==> src/rtl/int_pkg.sv <==
// int_pkg: shared constants and types for the interrupt controller.
//   - FSM state encoding (IDLE/TAKE/SERVE, 2 bits)
//   - source index constants (bit position of each line in the masks)
//   - default program counter width and ISR entry vectors
//   - reti_clear(): drops the highest-priority in-service source
package int_pkg;

  localparam int unsigned PC_W_DEF = 10;

  localparam int unsigned SRC_INTR1 = 0;
  localparam int unsigned SRC_INTR2 = 1;

  localparam logic [PC_W_DEF-1:0] VEC1_DEF = 10'h3F0;
  localparam logic [PC_W_DEF-1:0] VEC2_DEF = 10'h3F8;

  typedef enum logic [1:0] {
    ST_IDLE  = 2'd0,
    ST_TAKE  = 2'd1,
    ST_SERVE = 2'd2
  } state_e;

  // Return from the innermost ISR: bit0 (intr1) outranks bit1 (intr2).
  function automatic logic [1:0] reti_clear(input logic [1:0] in_svc);
    logic [1:0] res;
    res = in_svc;
    if (in_svc[SRC_INTR1]) res[SRC_INTR1] = 1'b0;
    else                   res[SRC_INTR2] = 1'b0;
    return res;
  endfunction

endpackage

==> src/rtl/int_ctrl_if.sv <==
// int_ctrl_if: request/mask/return inputs and take/vector/status outputs
// exchanged between the control unit (master) and int_ctrl (slave).
//   intr1/intr2   raw request lines (asynchronous)
//   ie_we/ie_data enable-mask write
//   reti          return-from-interrupt pulse
//   int_take      one-cycle take pulse, int_vec its ISR entry address
//   ie/pending/in_service  controller status
interface int_ctrl_if #(
  parameter int unsigned PC_W = 10
) ();

  logic            intr1;
  logic            intr2;
  logic            ie_we;
  logic [1:0]      ie_data;
  logic            reti;
  logic            int_take;
  logic [PC_W-1:0] int_vec;
  logic [1:0]      ie;
  logic [1:0]      pending;
  logic [1:0]      in_service;

  modport master (
    output intr1, intr2, ie_we, ie_data, reti,
    input  int_take, int_vec, ie, pending, in_service
  );

  modport slave (
    input  intr1, intr2, ie_we, ie_data, reti,
    output int_take, int_vec, ie, pending, in_service
  );

endinterface

==> src/rtl/int_sync_edge.sv <==
// int_sync_edge: 2-flop synchroniser followed by a rising-edge detector.
//   clk     system clock
//   reset   asynchronous, active-high
//   din     raw asynchronous input
//   rise_c  combinational one-cycle pulse when the synchronised level rises
module int_sync_edge (
  input  logic clk,
  input  logic reset,
  input  logic din,
  output logic rise_c
);

  logic s1_q, s1_d;
  logic s2_q, s2_d;
  logic prev_q, prev_d;

  always_comb begin
    s1_d   = din;
    s2_d   = s1_q;
    prev_d = s2_q;
  end

  always_ff @(posedge clk or posedge reset) begin
    if (reset) begin
      s1_q   <= 1'b0;
      s2_q   <= 1'b0;
      prev_q <= 1'b0;
    end else begin
      s1_q   <= s1_d;
      s2_q   <= s2_d;
      prev_q <= prev_d;
    end
  end

  // Left combinational so raw rise -> pending costs exactly three edges.
  assign rise_c = s2_q & ~prev_q;

endmodule

==> src/rtl/int_ctrl.sv <==
// int_ctrl: two-source interrupt controller for the single-cycle CPU.
// Latches synchronised request edges, masks them with ie, arbitrates with
// intr1 first, issues a one-cycle int_take with int_vec, and tracks the
// active ISRs until reti.
//   clk, reset  clock and asynchronous active-high reset
//   bus         int_ctrl_if slave modport (requests, mask, reti, status)
// Optional: define INT_NEST_EN to let intr1 preempt a running intr2 ISR.
module int_ctrl
  import int_pkg::*;
#(
  parameter int unsigned     PC_W = PC_W_DEF,
  parameter logic [PC_W-1:0] VEC1 = VEC1_DEF,
  parameter logic [PC_W-1:0] VEC2 = VEC2_DEF
) (
  input  logic         clk,
  input  logic         reset,
  int_ctrl_if.slave    bus
);

  logic [1:0] rise_c;

  int_sync_edge u_sync_intr1 (
    .clk    (clk),
    .reset  (reset),
    .din    (bus.intr1),
    .rise_c (rise_c[SRC_INTR1])
  );

  int_sync_edge u_sync_intr2 (
    .clk    (clk),
    .reset  (reset),
    .din    (bus.intr2),
    .rise_c (rise_c[SRC_INTR2])
  );

  state_e          state_q, state_d;
  logic [1:0]      ie_q, ie_d;
  logic [1:0]      pend_q, pend_d;
  logic [1:0]      insv_q, insv_d;
  logic            take_q, take_d;
  logic [PC_W-1:0] vec_q, vec_d;
  logic            win_q, win_d;

  logic [1:0]      blocked_c;
  logic [1:0]      eligible_c;
  logic            win_c;
  logic [1:0]      pend_clr_c;

  // Arbitration: which latched requests may be taken right now.
  always_comb begin
`ifdef INT_NEST_EN
    blocked_c = insv_q | {insv_q[SRC_INTR1], 1'b0};
`else
    blocked_c = (insv_q != 2'b00) ? 2'b11 : 2'b00;
`endif
    eligible_c = pend_q & ie_q & ~blocked_c;
    // 0 selects intr1, 1 selects intr2.
    win_c      = ~eligible_c[SRC_INTR1];
  end

  // Next-state and next-output logic.
  always_comb begin
    state_d    = state_q;
    ie_d       = bus.ie_we ? bus.ie_data : ie_q;
    insv_d     = insv_q;
    take_d     = 1'b0;
    vec_d      = vec_q;
    win_d      = win_q;
    pend_clr_c = 2'b00;

    unique case (state_q)
      ST_IDLE: begin
        if (eligible_c != 2'b00) begin
          state_d = ST_TAKE;
          take_d  = 1'b1;
          win_d   = win_c;
          vec_d   = win_c ? VEC2 : VEC1;
        end
      end
      ST_TAKE: begin
        state_d           = ST_SERVE;
        pend_clr_c[win_q] = 1'b1;
        insv_d[win_q]     = 1'b1;
      end
      ST_SERVE: begin
        if (bus.reti) begin
          insv_d = reti_clear(insv_q);
          if (insv_d == 2'b00) state_d = ST_IDLE;
        end else if (eligible_c != 2'b00) begin
          // Only reachable with nesting: intr1 preempting an intr2 ISR.
          state_d = ST_TAKE;
          take_d  = 1'b1;
          win_d   = win_c;
          vec_d   = win_c ? VEC2 : VEC1;
        end
      end
      default: state_d = ST_IDLE;
    endcase

    // A new edge in the same cycle as the clear keeps the request.
    pend_d = (pend_q & ~pend_clr_c) | rise_c;
  end

  always_ff @(posedge clk or posedge reset) begin
    if (reset) begin
      state_q <= ST_IDLE;
      ie_q    <= 2'b00;
      pend_q  <= 2'b00;
      insv_q  <= 2'b00;
      take_q  <= 1'b0;
      vec_q   <= '0;
      win_q   <= 1'b0;
    end else begin
      state_q <= state_d;
      ie_q    <= ie_d;
      pend_q  <= pend_d;
      insv_q  <= insv_d;
      take_q  <= take_d;
      vec_q   <= vec_d;
      win_q   <= win_d;
    end
  end

  assign bus.int_take   = take_q;
  assign bus.int_vec    = vec_q;
  assign bus.ie         = ie_q;
  assign bus.pending    = pend_q;
  assign bus.in_service = insv_q;

endmodule

==> src/flat_wrapper.sv <==
// flat-port wrapper written by rule: the top's interface ports become plain ports
module int_ctrl_flat import int_pkg::*;
#(
  parameter int unsigned     PC_W = PC_W_DEF,
  parameter logic [PC_W-1:0] VEC1 = VEC1_DEF,
  parameter logic [PC_W-1:0] VEC2 = VEC2_DEF
)
  (clk, reset, bus_intr1, bus_intr2, bus_ie_we, bus_ie_data, bus_reti, bus_int_take, bus_int_vec, bus_ie, bus_pending, bus_in_service);
  int_ctrl_if #(.PC_W(PC_W)) bus_i ();
  input  logic clk;
  input  logic reset;
  input wire logic [$bits(bus_i.intr1)-1:0] bus_intr1;
  input wire logic [$bits(bus_i.intr2)-1:0] bus_intr2;
  input wire logic [$bits(bus_i.ie_we)-1:0] bus_ie_we;
  input wire logic [$bits(bus_i.ie_data)-1:0] bus_ie_data;
  input wire logic [$bits(bus_i.reti)-1:0] bus_reti;
  output wire logic [$bits(bus_i.int_take)-1:0] bus_int_take;
  output wire logic [$bits(bus_i.int_vec)-1:0] bus_int_vec;
  output wire logic [$bits(bus_i.ie)-1:0] bus_ie;
  output wire logic [$bits(bus_i.pending)-1:0] bus_pending;
  output wire logic [$bits(bus_i.in_service)-1:0] bus_in_service;
  assign bus_i.intr1 = bus_intr1;
  assign bus_i.intr2 = bus_intr2;
  assign bus_i.ie_we = bus_ie_we;
  assign bus_i.ie_data = bus_ie_data;
  assign bus_i.reti = bus_reti;
  assign bus_int_take = bus_i.int_take;
  assign bus_int_vec = bus_i.int_vec;
  assign bus_ie = bus_i.ie;
  assign bus_pending = bus_i.pending;
  assign bus_in_service = bus_i.in_service;
  int_ctrl #(.PC_W(PC_W), .VEC1(VEC1), .VEC2(VEC2)) u_core (.clk(clk), .reset(reset), .bus(bus_i));
endmodule
==> config.mk <==
export PLATFORM = sky130hd
export DESIGN_NAME = int_ctrl_flat
export DESIGN_NICKNAME = d
export VERILOG_FILES = /design/src/rtl/int_pkg.sv /design/src/rtl/int_ctrl_if.sv /design/src/rtl/int_sync_edge.sv /design/src/rtl/int_ctrl.sv /design/src/flat_wrapper.sv
export SDC_FILE = /design/constraint.sdc
export NUM_CORES = 1
export LEC_CHECK = 0
export CAP_MARGIN = 20
export CORE_AREA = 3 3 40 42
export CTS_BUF_LIST = sky130_fd_sc_hd__clkbuf_4
export CTS_CLUSTER_DIAMETER = 30
export CTS_CLUSTER_SIZE = 24
export DETAILED_ROUTE_END_ITERATION = 7
export DIE_AREA = 0 0 43 45
export DONT_BUFFER_PORTS = 1
export PLACE_DENSITY = 0.81
export SETUP_SLACK_MARGIN = 0.3
export SLEW_MARGIN = 40
export SYNTH_ARGS = -nofsm -noshare
export SYNTH_HDL_FRONTEND = slang
export SYNTH_SLANG_ARGS = --single-unit
export TNS_END_PERCENT = 10
==> constraint.sdc <==
create_clock -name clk -period 1.1 [get_ports clk]
set_input_delay 0.165 -clock clk [delete_from_list [all_inputs] [get_ports clk]]
set_output_delay 0.165 -clock clk [all_outputs]
set_load 0.005 [all_outputs]
After elaboration in Yosys (flattened, before gate mapping). Index checks and enable logic that the tools add are counted.

Register bits: 26. Bits in latches: 0. Bits in writable memories: 0. Memory bits (read-only): 0. Memories kept: 0.

$add $sub $neg: 0. Multiply operators: 0. Div/mod/pow operators: 0. $lt $le $gt $ge: 2. Eq/ne operators: 5. Shift-type cells: 0. Multiplexer cells: 25. Bitwise operators: 12. Reduce and logical (&&, ||, !) cells: 9.

Operators with widths (count): 10-bit two-way mux (2); 10-bit case mux with 2 select lines (1); 2-bit two-way mux (6); 1-bit two-way mux (10); 2-bit nonzero test (4); 2-bit AND (3); 2-bit case mux with 3 select lines (1); 2-bit zero test (2); 4-bit two-way mux (1); 2-bit inequality test (second input constant) (2); 2-bit inverter (2); 2-bit OR (2); 1-bit case mux with 2 select lines (2); 2-bit case mux with 2 select lines (1); 2-bit AND reduction (2); 3-bit by 2-bit inequality test with 1-bit output (second input constant) (1); 1-bit inverter (3); 1-bit AND (2); 2-bit by 1-bit equality test with 1-bit output (second input constant) (1); 2-bit equality test (second input constant) (1); 1-bit by 2-bit < comparator with 1-bit output (second input constant) (1); 1-bit demux with 1-bit select (1); 1-bit greater-or-equal comparator (second input constant) (1); 1-bit logical AND (1).

Logic depth before layout (Yosys ltp). Gate-level depths: netlist of the first run.

Depth in word-level cells: 8. Mapped depth: 3. Depth with buffers taken out: 3.

By module. From an unflattened synthesis of the first run, not the netlist that was laid out.

Cell total of the unflattened synthesis: 60. Area total of the unflattened synthesis: 737.0 um^2.

By module, submodules not included: int_ctrl (times used 1, cells each 50, area an instance 551.8 um^2, sequential area each 275.3 um^2); int_sync_edge (times used 2, cells each 5, area an instance 92.6 um^2, sequential area each 75.1 um^2).

Worst setup path after synthesis of the first run. No wires, ideal clock.

Path type: register to register. Start point: register u_core.ie_q[1] (netlist: u_core.bus.ie[1]). End point: register u_core.vec_q[8] (netlist: u_core.bus.int_vec[8]). Arrival: 0.983 ns. Path slack: -0.007 ns. Cell stages (with the launch flop): 4. Path buffers: 0. Cell sequence: dfrtp_1 a22oi_2 and3b_1 or2_1.

Word-level cells in the longest chain between the ends: 6.

Ends and longest elaborated chain: from (decl) (line int_ctrl.sv:37) `logic [1:0] ie_q, ie_d;`; from (signal assigned) (line int_ctrl.sv:115) `ie_q <= ie_d;`; 2-bit AND * (2 in series) (line int_ctrl.sv:56) `eligible_c = pend_q & ie_q & ~blocked_c;`; 2-bit nonzero test * (line int_ctrl.sv:73, int_ctrl.sv:89); 10-bit two-way mux *; 10-bit two-way mux; 10-bit case mux with 2 select lines *; to (signal assigned) (line int_ctrl.sv:119) `vec_q <= vec_d;`; to (decl) (line int_ctrl.sv:41) `logic [PC_W-1:0] vec_q, vec_d;`.

Mark *: on every way between the ends. The rest lies on a longest branch, timed or not. The select of a mux whose other input is x is not followed. A chain may end at the register's enable or synchronous reset.

Worst setup path after layout of the first run.
Start point: register u_core.pend_q[1] (netlist: u_core.bus.pending[1]). End point: register u_core.vec_q[8] (netlist: u_core.bus.int_vec[8]).

Word-level cells in the longest chain between the ends: 6.

Ends and longest elaborated chain: from (decl) (line int_ctrl.sv:38) `logic [1:0] pend_q, pend_d;`; from (signal assigned) (line int_ctrl.sv:116) `pend_q <= pend_d;`; 2-bit AND * (2 in series) (line int_ctrl.sv:56); 2-bit nonzero test * (line int_ctrl.sv:73, int_ctrl.sv:89); 10-bit two-way mux *; 10-bit two-way mux; 10-bit case mux with 2 select lines *.

Marked as above.

==> results of run 1 <==
## cell usage after synthesis
library cell,instances
nand4_1,1
buf_4,9
nor2_1,2
nand2_1,2
o21ai_0,3
inv_1,6
nor3_1,1
mux2_1,2
and3b_1,2
a21oi_1,5
conb_1,1
dfrtp_1,17
a211o_1,1
o21a_1,1
a22oi_2,1
nand2b_1,1
or2_1,1
o21ai_1,3
## power by group through the flow
stage          Clock [uW]  Combinational, uW  Sequential, uW
3_5_place_dp            0                532             935
5_1_grt               362                708             980
6_report              320                656             957
2_1_floorplan           0                336             918
3_3_place_gp            0                513             923
4_1_cts               339                603             932
## per-layer routing
metal	vias to the layer above	track usage	share of wire
li1	202	-	-
met1	203	0.1354	0.39
met2	18	0.2156	0.52
met3	0	0.05179	0.098
met4	0	0.03614	0
met5	-	0	0
## cell families (layout without fill, tap and decap cells)
family	count (synthesis)	in the layout	synth area share
buffers and inverters	15	23	0.1321
other	1	3	0.005499
flip-flops	17	17	0.6239
AO/OA/AOI/OAI	14	14	0.1229
AND/OR/NAND/NOR	10	10	0.08259
multiplexers	2	2	0.03303
## stage by stage
step	power [uW]	util	hold slack [ps]	instances	instance area [um^2]
after global routing	2050	0.6310	-0.5276	84	810.8
after detailed placement	1467	0.5511	76.04	76	708.2
final	1933	0.6310	7.494	84	810.8
after floorplan	1254	-	91.07	61	689.4
after CTS	1874	0.6134	-3.071	84	788.3
after global placement	1436	0.5511	70.39	76	708.2
## worst paths after layout
check	from	endpoint	slack, ps	cells past startpoint
min	bus_ie_data[1]	u_core.bus.ie[1]	7	1
max	u_core.bus.pending[1]	u_core.bus.int_vec[8]	-20	3
max in group asynchronous	reset	u_core.state_q[0]	600	3
max reg2reg	u_core.bus.pending[1]	u_core.bus.int_vec[8]	-20	3
min in group asynchronous	reset	u_core.u_sync_intr2.s1_q	320	3
min reg2reg	u_core.u_sync_intr2.s1_q	u_core.u_sync_intr2.prev_d	360	0
## worst max-delay path: cells and delay by family, from the launching register on
kind	cells	cell delay, ps
AND/OR/NAND/NOR	2	420
AO/OA/AOI/OAI	1	170
flip-flops	1	420
## cell type report
type                    count  area (um^2)  share of cell area
flip-flops and latches     17        425.4              0.5247
multi-input cells          29        196.4              0.2423
repair buffers             13        120.1              0.1481
clock buffers               3        22.52             0.02778
inverters                   6        22.52             0.02778
well taps                  15        18.77             0.02315
clock inverters             1        5.005            0.006173
## state kept, by name, indices dropped and copies added (netlist names)
signal / cells
u_core.u_sync_intr2.prev_q: 1
u_core.u_sync_intr1.s1_q: 1
u_core.u_sync_intr1.prev_q: 1
u_core.bus.in_service: 2
u_core.u_sync_intr2.s1_q: 1
u_core.bus.ie: 2
u_core.bus.pending: 2
u_core.u_sync_intr2.prev_d: 1
u_core.state_q: 2
u_core.bus.int_vec: 2
u_core.u_sync_intr1.prev_d: 1
u_core.bus.int_take: 1
## timing repair
action                     CTS  global route
buffers inserted             1             0
gates resized for setup      4             7
pin swaps                    2             3
setup endpoints to repair   25            25
hold endpoints to repair    20             1
==> flow_metrics.tcl, run 1 <==
set metrics [dict create \
    synthCells 59 \
    viasPerCell 5.036 \
    nets 78 \
    layout-drive-gt1-share 0.2899 \
    mostFrequentLayoutCells "dfrtp_1, inv_1, buf_4" \
    dieArea_um2 1935 \
    ant_nets 0 \
    wl_per_cell_um 14.10 \
    path_clk_slew_ps 100 \
    cts_tree "built" \
    drc 0 \
    crit_arrival_ps 1300 \
    synth_top_area_cell "dfrtp_1" \
    path_max_fanout 3 \
    p_leak_uw 0.0003825 \
    tns_ps -17.18 \
    clk_path_buf_depth 2 \
    clock-sinks 17 \
    cpPeakStageDelay_ps 420 \
    drv_cap 0 \
    crit_required_ps 1280 \
    maxClockFrequency_mhz 895.1 \
    fill_cells 102 \
    crit_chain "a22oi_2 -> and3b_1 -> or2_1" \
    rows 13 \
    min_period_over_period 1.016 \
    status "finished, violations left" \
    antenna_cells 0 \
    swShare 0.3385 \
    first_global_vias 423 \
    syn_area_per_cell_um2 11.56 \
    p_switching_uw 654.2 \
    ys_ff_latch 17 \
    postCtsHoldBufs 3 \
    start_kind "flop" \
    vias 423 \
    finalCriticalPeriod_ps 1117 \
    boundaryPins 25 \
    io_buffers 0 \
    seqPwrFrac 0.495 \
    antenna_found_initial 0 \
    hpwl_um 859.1 \
    synthTopCellsByArea "dfrtp_1, buf_4, a21oi_1, inv_1, mux2_1" \
    syn2layout_area_growth_pct 18.90 \
    drt-pass1-iter-count 4 \
    die_x_um 43 \
    root_buffer "clkbuf_4" \
    final-setup-viol-count 1 \
    grt_util_all_layers 0.1222 \
    numCtsBuffers 3 \
    start_util 0.5307 \
    yosysSeqAreaShare 0.6239 \
    grt_max_degree 18 \
    grt_overflow 0 \
    hold_class "input port to flop" \
    yosys.cell_types.count 18 \
    pre_cts_slack_ps -6.320 \
    netlist_area_um2 681.9 \
    comb_power_share 0.339 \
    critPathKind "flop to flop" \
    vdd_drop_max_v 0.001153 \
    clkPwrFrac 0.166 \
    insertion_delay_ps 280 \
    power.density_nw_per_um2 2384 \
    drt_iter0_markers 4 \
    synth_top_area_share 0.6239 \
    rsz0062_at_grt "true" \
    drv_slew 0 \
    core_um2 1285 \
    worst_path_max_delay_cell "dfrtp_1" \
    cp-end-kind "flop" \
    finClkSkew_ps 3.459 \
    grt_pass1_wl_um 1731 \
    final_common_cell "dfrtp_1" \
    gp_congestion 0.7341 \
    hold_viol 0 \
    chipHeight_um 45 \
    violations "setup timing" \
    htreeDepth 1 \
    ys_warn_count 0 \
    internal_power_uw 1279 \
    setup_slack_ps -17.18 \
    totalWireLength_um 1184 \
]
Power figures use the tool's default switching activity.
==> inputs of run 2 (changes only) <==
--- a/config.mk
+++ b/config.mk
@@ -5,15 +5,15 @@
 export SDC_FILE = /design/constraint.sdc
 export NUM_CORES = 1
 export LEC_CHECK = 0
-export CAP_MARGIN = 20
+export CAP_MARGIN = 10
 export CORE_AREA = 3 3 40 42
-export CTS_BUF_LIST = sky130_fd_sc_hd__clkbuf_4
+export CTS_BUF_LIST = sky130_fd_sc_hd__clkbuf_8
 export CTS_CLUSTER_DIAMETER = 30
 export CTS_CLUSTER_SIZE = 24
 export DETAILED_ROUTE_END_ITERATION = 7
 export DIE_AREA = 0 0 43 45
 export DONT_BUFFER_PORTS = 1
-export PLACE_DENSITY = 0.81
+export PLACE_DENSITY = 0.69
 export SETUP_SLACK_MARGIN = 0.3
 export SLEW_MARGIN = 40
 export SYNTH_ARGS = -nofsm -noshare
==> flow_metrics.tcl, run 2 (synthesis results as in run 1) <==
set metrics [dict create \
    finClkSkew_ps 1.740 \
    final_common_cell "dfrtp_1" \
    syn2layout_area_growth_pct 26.42 \
    vdd_drop_max_v 0.001203 \
    p_switching_uw 706.9 \
    chipHeight_um 45 \
    path_max_fanout 3 \
    dieArea_um2 1935 \
    hold_ws_ps 60.75 \
    crit_required_ps 1230 \
    clock-sinks 17 \
    root_buffer "clkbuf_8" \
    hold_viol 0 \
    hpwl_um 875.3 \
    power.density_nw_per_um2 2461 \
    regArea_um2 427.9 \
    status "finished, violations left" \
    nets 77 \
    antenna_found_initial 0 \
    rsz0062_at_grt "true" \
    grt_overflow 0 \
    drv_cap 0 \
    clkPwrFrac 0.213 \
    drv_slew 0 \
    seqPwrFrac 0.446 \
    final_core_util 0.6709 \
    boundaryPins 25 \
    reg2reg_slack_ps -30 \
    start_util 0.5307 \
    insertion_delay_ps 250 \
    gp_congestion 0.7150 \
    swShare 0.3332 \
    grt_util_all_layers 0.1515 \
    htreeDepth 1 \
    timing.rr.start "u_core.bus.pending[1]" \
    tns_ps -27.99 \
    drt-pass1-iter-count 4 \
    crit_chain "a22oi_2 -> and3b_1 -> or2_1" \
    antenna_cells 0 \
    maxClockFrequency_mhz 886.5 \
    viasPerCell 5.108 \
    finalCriticalPeriod_ps 1128 \
    rows 13 \
    path_clk_slew_ps 60 \
    cp-startpoint "u_core.bus.pending[1]" \
    ff2ff_path_depth 3 \
    die_x_um 43 \
    wl_per_cell_um 15.12 \
    drt_iter0_markers 5 \
    cpPeakStageDelay_ps 380 \
    vias 424 \
    final-setup-viol-count 1 \
    cts_tree "built" \
    internal_power_uw 1415 \
    clk_path_buf_depth 2 \
    min_period_over_period 1.025 \
    comb_power_share 0.340 \
    layout-drive-gt1-share 0.3971 \
    totalWireLength_um 1255 \
    io_buffers 0 \
    cp.buffers_inverters 0 \
    endpoint "u_core.bus.int_vec[8]" \
    pre_cts_slack_ps -30.50 \
    numCtsBuffers 3 \
    fill_cells 96 \
    start_kind "flop" \
    violations "setup timing" \
    hold_class "input port to flop" \
    critPathKind "flop to flop" \
    worst_path_max_delay_cell "dfrtp_1" \
    ant_nets 0 \
    first_global_vias 453 \
    core_um2 1285 \
    timing.rr.end "u_core.bus.int_vec[8]" \
    setup_slack_ps -27.99 \
    grt_max_degree 18 \
    multiInputGateArea_um2 226.5 \
    grt_pass1_wl_um 1994 \
    mostFrequentLayoutCells "dfrtp_1, inv_1, buf_6" \
    p_leak_uw 0.0003950 \
    crit_arrival_ps 1260 \
    drc 0 \
    hold_depth 1 \
    cpLargestDelayFamily "simple AND/OR/NAND/NOR gates" \
    cp-end-kind "flop" \
    path_depth 3 \
]
[run 2: cell count changes in the layout (fill, tap and decap cells not counted), sizes merged]
| cell | previous run | this run |
|---|---|---|
| buf | 10 | 9 |
[run 2: worst min-delay path by stage]
stage,startpoint,to
floorplan,reset,u_core.bus.ie[0]
global placement,reset,u_core.u_sync_intr2.s1_q
detailed placement,reset,u_core.u_sync_intr2.s1_q
CTS,bus_ie_data[0],u_core.bus.ie[0]
global route,bus_ie_data[0],u_core.bus.ie[0]
finish,bus_ie_data[0],u_core.bus.ie[0]
[run 2: area by class of cell]
type                       count  area share
tap                           15     0.02177
timing repair buffer          12      0.1393
inverter                       6     0.02612
sequential                    17      0.4964
clock inverter                 1    0.005806
multi-input combinational     29      0.2627
clock buffer                   3     0.04790
[run 2: metrics by stage]
step / cell area, um^2 / cells / power, uW
3_5_place_dp: 708.2 / 76 / 1462
4_1_cts: 845.8 / 83 / 2093
6_report: 862.1 / 83 / 2122
5_1_grt: 862.1 / 83 / 2258
3_3_place_gp: 708.2 / 76 / 1449
2_1_floorplan: 689.4 / 61 / 1254
[run 2: power groups by stage]
stage | registers, uW | clock network [uW] | logic, uW
after floorplan | 918 | 0 | 336
after global placement | 913 | 0 | 536
after detailed placement | 917 | 0 | 546
after CTS | 940 | 470 | 683
after global routing | 971 | 500 | 787
final | 947 | 453 | 722
[run 2: what timing repair did]
item | 4_1_cts | 5_1_grt
pin swaps | 10 | 7
resized for setup | 19 | 4
endpoints found under the hold margin | 19 | 0
hold buffers | 3 | 0
setup buffers | 0 | 0
endpoints found under the setup margin | 24 | 25
[run 2: metal layers]
layer	share of wire	track usage
met4	0.017	0.09639
met5	0	0
met2	0.53	0.2545
met1	0.37	0.1623
met3	0.084	0.05578
[run 2: worst register-to-register path, stage by stage, from the launching register on]
cell	delay, ps
dfrtp_1	380
a22oi_2	190
and3b_1	220
or2_1	220
